### src/rtl/pulse_pkg.sv
// Shared types for the multi-channel pulse shaper: shaping modes and per-channel states.
package pulse_pkg;

  typedef enum logic [1:0] {
    TRUNCATE    = 2'd0,
    ONESHOT     = 2'd1,
    RETRIGGER   = 2'd2,
    ONESHOT_ALT = 2'd3
  } mode_e;

  typedef enum logic [1:0] {
    IDLE    = 2'd0,
    PULSE   = 2'd1,
    HOLDOFF = 2'd2
  } ch_state_e;

  // The spare encoding behaves as one-shot; fold it so channels only ever hold three modes.
  function automatic mode_e norm_mode(input logic [1:0] m);
    mode_e r;
    case (m)
      2'd0:    r = TRUNCATE;
      2'd2:    r = RETRIGGER;
      default: r = ONESHOT;
    endcase
    return r;
  endfunction

endpackage

### src/rtl/pulse_shaper_ch.sv
// Single pulse-shaper channel: edge detect, IDLE/PULSE/HOLDOFF FSM, width/holdoff down-counter.
//   state   | meaning
//   IDLE    | waiting for a rising edge on i_x
//   PULSE   | o_x high, r_cnt counts remaining pulse cycles
//   HOLDOFF | o_x low, further triggers rejected until r_cnt expires
module pulse_shaper_ch
  import pulse_pkg::*;
#(
  parameter int CNT_W = 8
) (
  input  logic             clk,
  input  logic             i_reset,
  input  logic             i_x,
  input  logic [1:0]       i_mode,
  input  logic [CNT_W-1:0] i_width,
  input  logic [CNT_W-1:0] i_holdoff,
  output logic             o_x,
  output logic             o_busy,
  output logic             o_miss
);

  ch_state_e        r_state, w_state_nxt;
  mode_e            r_mode, w_mode_nxt;
  logic [CNT_W-1:0] r_cnt, w_cnt_nxt;
  logic             r_prev_x;
  logic             r_x, r_busy, r_miss;
  logic             w_rise, w_reload, w_exit, w_miss_nxt;
  logic [CNT_W-1:0] w_cnt_dec, w_width_load;

  always_comb begin
    w_state_nxt  = r_state;
    w_cnt_nxt    = r_cnt;
    w_mode_nxt   = r_mode;
    w_miss_nxt   = 1'b0;
    w_rise       = i_x & ~r_prev_x;
    w_cnt_dec    = (r_cnt != '0) ? r_cnt - 1'b1 : r_cnt;
    w_width_load = (i_width != '0) ? i_width - 1'b1 : '0;
    // A retrigger reload outranks both expiry and the truncate cut.
    w_reload     = (r_mode == RETRIGGER) && w_rise;
    w_exit       = ((r_mode == TRUNCATE) && !i_x) || ((r_cnt == '0) && !w_reload);

    case (r_state)
      IDLE: begin
        if (w_rise && (i_width != '0)) begin
          w_state_nxt = PULSE;
          w_cnt_nxt   = w_width_load;
          w_mode_nxt  = norm_mode(i_mode);
        end
      end
      PULSE: begin
        if (w_reload) begin
          w_cnt_nxt = w_width_load;
        end else if (w_exit) begin
          if (i_holdoff != '0) begin
            w_state_nxt = HOLDOFF;
            w_cnt_nxt   = i_holdoff - 1'b1;
          end else begin
            w_state_nxt = IDLE;
            w_cnt_nxt   = '0;
          end
        end else begin
          w_cnt_nxt = w_cnt_dec;
        end
        if (w_rise && (r_mode != TRUNCATE) && (r_mode != RETRIGGER)) begin
          w_miss_nxt = 1'b1;
        end
      end
      HOLDOFF: begin
        w_miss_nxt = w_rise;
        if (r_cnt == '0) begin
          w_state_nxt = IDLE;
        end else begin
          w_cnt_nxt = w_cnt_dec;
        end
      end
      default: begin
        w_state_nxt = IDLE;
        w_cnt_nxt   = '0;
      end
    endcase
  end

  always_ff @(posedge clk) begin
    if (i_reset) begin
      r_state  <= IDLE;
      r_mode   <= TRUNCATE;
      r_cnt    <= '0;
      r_prev_x <= 1'b0;
      r_x      <= 1'b0;
      r_busy   <= 1'b0;
      r_miss   <= 1'b0;
    end else begin
      r_state  <= w_state_nxt;
      r_mode   <= w_mode_nxt;
      r_cnt    <= w_cnt_nxt;
      r_prev_x <= i_x;
      r_x      <= (w_state_nxt == PULSE);
      r_busy   <= (w_state_nxt != IDLE);
      r_miss   <= w_miss_nxt;
    end
  end

  assign o_x    = r_x;
  assign o_busy = r_busy;
  assign o_miss = r_miss;

endmodule

### src/rtl/pulse_shaper.sv
// Multi-channel pulse shaper: N_CH independent channels sharing one global configuration.
module pulse_shaper
  import pulse_pkg::*;
#(
  parameter int N_CH  = 4,
  parameter int CNT_W = 8
) (
  input  logic             clk,
  input  logic             i_reset,
  input  logic [N_CH-1:0]  i_x,
  input  logic [1:0]       i_mode,
  input  logic [CNT_W-1:0] i_width,
  input  logic [CNT_W-1:0] i_holdoff,
  output logic [N_CH-1:0]  o_x,
  output logic [N_CH-1:0]  o_busy,
  output logic [N_CH-1:0]  o_miss
);

  for (genvar g = 0; g < N_CH; g++) begin : g_ch
    pulse_shaper_ch #(
      .CNT_W(CNT_W)
    ) u_ch (
      .clk      (clk),
      .i_reset  (i_reset),
      .i_x      (i_x[g]),
      .i_mode   (i_mode),
      .i_width  (i_width),
      .i_holdoff(i_holdoff),
      .o_x      (o_x[g]),
      .o_busy   (o_busy[g]),
      .o_miss   (o_miss[g])
    );
  end

endmodule

### config.mk
export PLATFORM = sky130hd
export DESIGN_NAME = pulse_shaper
export DESIGN_NICKNAME = d
export VERILOG_FILES = /design/src/rtl/pulse_pkg.sv /design/src/rtl/pulse_shaper_ch.sv /design/src/rtl/pulse_shaper.sv
export SDC_FILE = /design/constraint.sdc
export NUM_CORES = 1
export LEC_CHECK = 0
export ABC_AREA = 1
export CORE_MARGIN = 10
export CORE_UTILIZATION = 45
export DETAILED_ROUTE_END_ITERATION = 8
export GPL_ROUTABILITY_DRIVEN = 0
export HOLD_SLACK_MARGIN = 0.1
export PLACE_DENSITY = 0.63
export SYNTH_ARGS = -nofsm -noshare
export SYNTH_HDL_FRONTEND = slang
export SYNTH_SLANG_ARGS = --single-unit
export TNS_END_PERCENT = 50
### constraint.sdc
create_clock -name clk -period 1.9 [get_ports clk]
set_input_delay 0.19 -clock clk [delete_from_list [all_inputs] [get_ports clk]]
set_output_delay 0.19 -clock clk [all_outputs]
set_load 0.02 [all_outputs]
==> metrics <==
net switching power a little under 4 mW; grt total ovfl 0; critical path fanouts, max 11; Yosys warning total 0; Top delay family on crit path simple AND/OR/NAND/NOR gates; initial antenna violation count 0; I/O pins 36; synthesized cell area approximately 5600 sq um; Max Root-Sink Buffers 2; Mapped Cells just over 900; Fin. Hold Viols 0; H-tree depth 3; Via density about 5; Die H between 100 and 150 microns; WL/cell around 14 microns; die area around 17000 sq um; die width 131.5 microns; PortBufs 35; Max Slew Vio Count 0; hold crit path type in2reg; XOR/XNOR Fraction of Synth Area 0.007828; clock network power share 0.206; Combinational Power Share 0.575; Max stage delay on crit path 0.49 ns; tightest hold margin between 0.4 and 0.5 ns; Max stage delay cell, worst path clkdlybuf4s50_1; Period Utilization, post-route 0.9439; Max Clk Rate between 500 and 600 MHz; RSZ-0062 raised after global routing yes; minimum clock period ~1.8 ns; Setup violations, final 0; status finished, final reports clean; Worst Setup Slack, final 0.1067 ns; crit path DAT 2.03 ns; DP Worst Slack -0.3276 ns; setup_tns 0 ns; fin util 0.5813; drt drc 0; layout cells sized above 1 0.1733; DP Wirelength approximately 13000 microns; CP cell instances clkdlybuf4s50_1 > inv_2 > nand2_2 > nor2_2 > nand2_8 > nand2_1 > a21oi_1 > nand3_1 > nand3_1 > nand2_1 > a21oi_1; Worst VDD drop 0.7725 mV; clock root buffer clkbuf_16; mux contribution to synthesized area 0; ant diodes 0; antenna viol nets, final 0; max cap viols 0; clock slew at reported path FFs around 0.06 ns; sw frac 0.4601; first-pass GRT wire length about 28000 microns; pwr dens 1194 nW/um^2; gr usage total 0.1966; CTS tree yes; Worst Setup Path Type in2reg; Worst-Skew Late Latency around 0.35 ns; Initial DRC Count around 470; core area about 12000 sq um; Routed WL 17150 microns; vias roughly 6200; clock sinks 64; largest net degree at the start of global routing 40; final-layout fill cell count approximately 1200; Post-Synth Simple-Gate Area 0.4200; vias in the first global route between 5000 and 6000; Adder-Cell Fraction of Synth Area 0.06263; Compound-Gate Fraction of Synth Area 0.1548; sequential area share after synthesis 0.2290; Area growth, synth to finish 25.86%; Layout Nets about 1100; CTS Buf Count 9; Mapped Avg Cell Area slightly above 6 sq um; Yosys cell types 39; Worst Path Buf+Inv 2; crit end category register; Pint around 4.5 mW; DR pass1 iterations 6; Startpoint Class input pin; Worst-Margin Slew ~0.46 ns; Max transition margin 0.6887; CTS Hold Bufs 0; Leak between 3 and 4 nW; Rows 40; post-synthesis register bit count between 60 and 70; WP data required 2.13 ns; Initial Util 0.4619; Seq pwr share 0.220; worst clock skew 0.006634 ns; Syn Nets between 900 and 1000; largest family of logic cells by synthesized area simple AND/OR/NAND/NOR gates
[worst reg2reg max path, stage by stage, from the launching register on]
cell,delay (ns)
dfxtp_2,0.33
inv_1,0.09
ha_1,0.16
nand3_1,0.11
nor2_2,0.33
nor2_1,0.07
o21ai_0,0.16
nand2_1,0.12
nand3_1,0.11
nand2_1,0.06
nand2_1,0.07
a21oi_1,0.06
[path summary, 6_finish.rpt]
check	start	to	slack, ns	cells past startpoint
setup / recovery	i_width[4]	g_ch[3].u_ch.r_cnt[2]$_SDFFE_PP0P_	0.11	11
hold / removal	i_x[1]	g_ch[1].u_ch.r_prev_x$_SDFF_PP0_	0.44	3
setup reg to reg	g_ch[3].u_ch.r_cnt[1]$_SDFFE_PP0P_	g_ch[3].u_ch.r_cnt[3]$_SDFFE_PP0P_	0.11	11
hold reg to reg	g_ch[2].u_ch.r_mode[1]$_SDFFE_PP0P_	g_ch[2].u_ch.r_mode[1]$_SDFFE_PP0P_	0.46	2
[kinds of logic (layout without fill, tap and decap cells)]
group / Yosys count / after routing
adder cells (fa/ha/maj): 28 / 28
XOR/XNOR: 5 / 5
AND/OR/NAND/NOR: 519 / 520
AO/OA/AOI/OAI: 149 / 149
flip-flops: 64 / 64
buffers and inverters: 156 / 261
[cell usage after synthesis]
master / instances / area [sq um]
or2_1: 1 / 6.260
or2_0: 1 / 6.260
nand2_2: 9 / 56.30
nand4_2: 1 / 12.51
nand3_4: 1 / 17.52
inv_1: 118 / 442.9
nand2_1: 278 / 1044
o21ai_0: 27 / 135.1
a21oi_2: 3 / 26.28
o21ai_1: 22 / 110.1
buf_2: 1 / 5.000
buf_6: 5 / 56.30
nor2_4: 8 / 90.09
xor2_1: 5 / 43.79
dfxtp_1: 64 / 1281
a21boi_1: 2 / 15.01
nor3b_1: 1 / 7.510
nand3_2: 5 / 50.05
nand2_4: 3 / 33.78
nor3_2: 4 / 40.04
o21bai_4: 1 / 18.77
buf_4: 15 / 112.6
nor2_1: 69 / 259.0
a21oi_1: 73 / 365.4
o21ai_4: 4 / 65.06
o221ai_1: 3 / 26.28
nor2_2: 9 / 56.30
nand3b_2: 1 / 11.26
nand4_1: 15 / 93.84
o21bai_2: 1 / 11.26
inv_2: 8 / 30.03
nor3_1: 6 / 30.03
nand3_1: 107 / 535.5
ha_1: 28 / 350.3
buf_8: 2 / 30.03
o21ai_2: 4 / 35.03
clkbuf_1: 7 / 26.28
o21bai_1: 1 / 7.510
o22ai_1: 8 / 50.05
[per-stage QoR]
stage / cells / instance area, sq um / total power [mW]
6_report: 1195 / 7041 / 8.408
5_1_grt: 1195 / 7041 / 9.124
4_1_cts: 1193 / 6929 / 8.264
3_5_place_dp: 1176 / 6615 / 6.496
3_3_place_gp: 1176 / 6615 / 6.496
2_1_floorplan: 921 / 5594 / 5.221
[layer usage]
layer	up-vias	global-route usage	routed length [microns]
li1	3175	-	-
met1	2763	0.2660	8016
met2	194	0.3070	7676
met3	19	0.03163	1116
met4	0	0.07108	340
met5	-	0	0
[power groups by stage]
stage / clock (mW) / sequential (mW) / combinational (mW)
3_5_place_dp: 0 / 1.87 / 4.63
3_3_place_gp: 0 / 1.87 / 4.63
6_report: 1.73 / 1.85 / 4.83
4_1_cts: 1.76 / 1.84 / 4.66
5_1_grt: 1.81 / 1.89 / 5.42
2_1_floorplan: 0 / 1.81 / 3.41
[registers in the layout, indices dropped and copies added (netlist names)]
register / flops
g_ch.u_ch.o_busy: 4
g_ch.u_ch.o_miss: 4
g_ch.u_ch.o_x: 4
g_ch.u_ch.r_cnt: 32
g_ch.u_ch.r_mode: 8
g_ch.u_ch.r_prev_x: 4
g_ch.u_ch.r_state: 8
[repair_timing]
item | CTS | global route
endpoints found under the setup margin | 1 | 49
resized for setup | 0 | 24
pin swaps | 1 | 3
cloned | 1 | 0
setup buffers | 0 | 2
[final cells by class]
cell class	count	area, sq um	share of cell area
clock buffers	11	252.7	0.03590
clock inverters	5	55.05	0.007819
inverters	126	473.0	0.06718
multi-input cells	702	3705	0.5262
flip-flops and latches	64	1285	0.1825
well taps	168	210.2	0.02986
repair buffers	119	1060	0.1505
[cells in the final DEF (no fill, tap or decap), types with 10 or more instances in the layout]
| cell | Yosys | routed |
|---|---|---|
| a21oi_1 | 73 | 71 |
| buf_4 | 15 | 77 |
| o21ai_0 | 27 | 27 |
| nand2_1 | 278 | 276 |
| inv_1 | 118 | 117 |
| dfxtp_1 | 64 | 61 |
| nor2_1 | 69 | 67 |
| ha_1 | 28 | 27 |
| o21ai_1 | 22 | 21 |
| clkdlybuf4s50_1 | 0 | 35 |
| nand3_1 | 107 | 104 |
| nand4_1 | 15 | 15 |
| nor2_2 | 9 | 10 |
No activity file was read; power rests on OpenSTA's default activity.
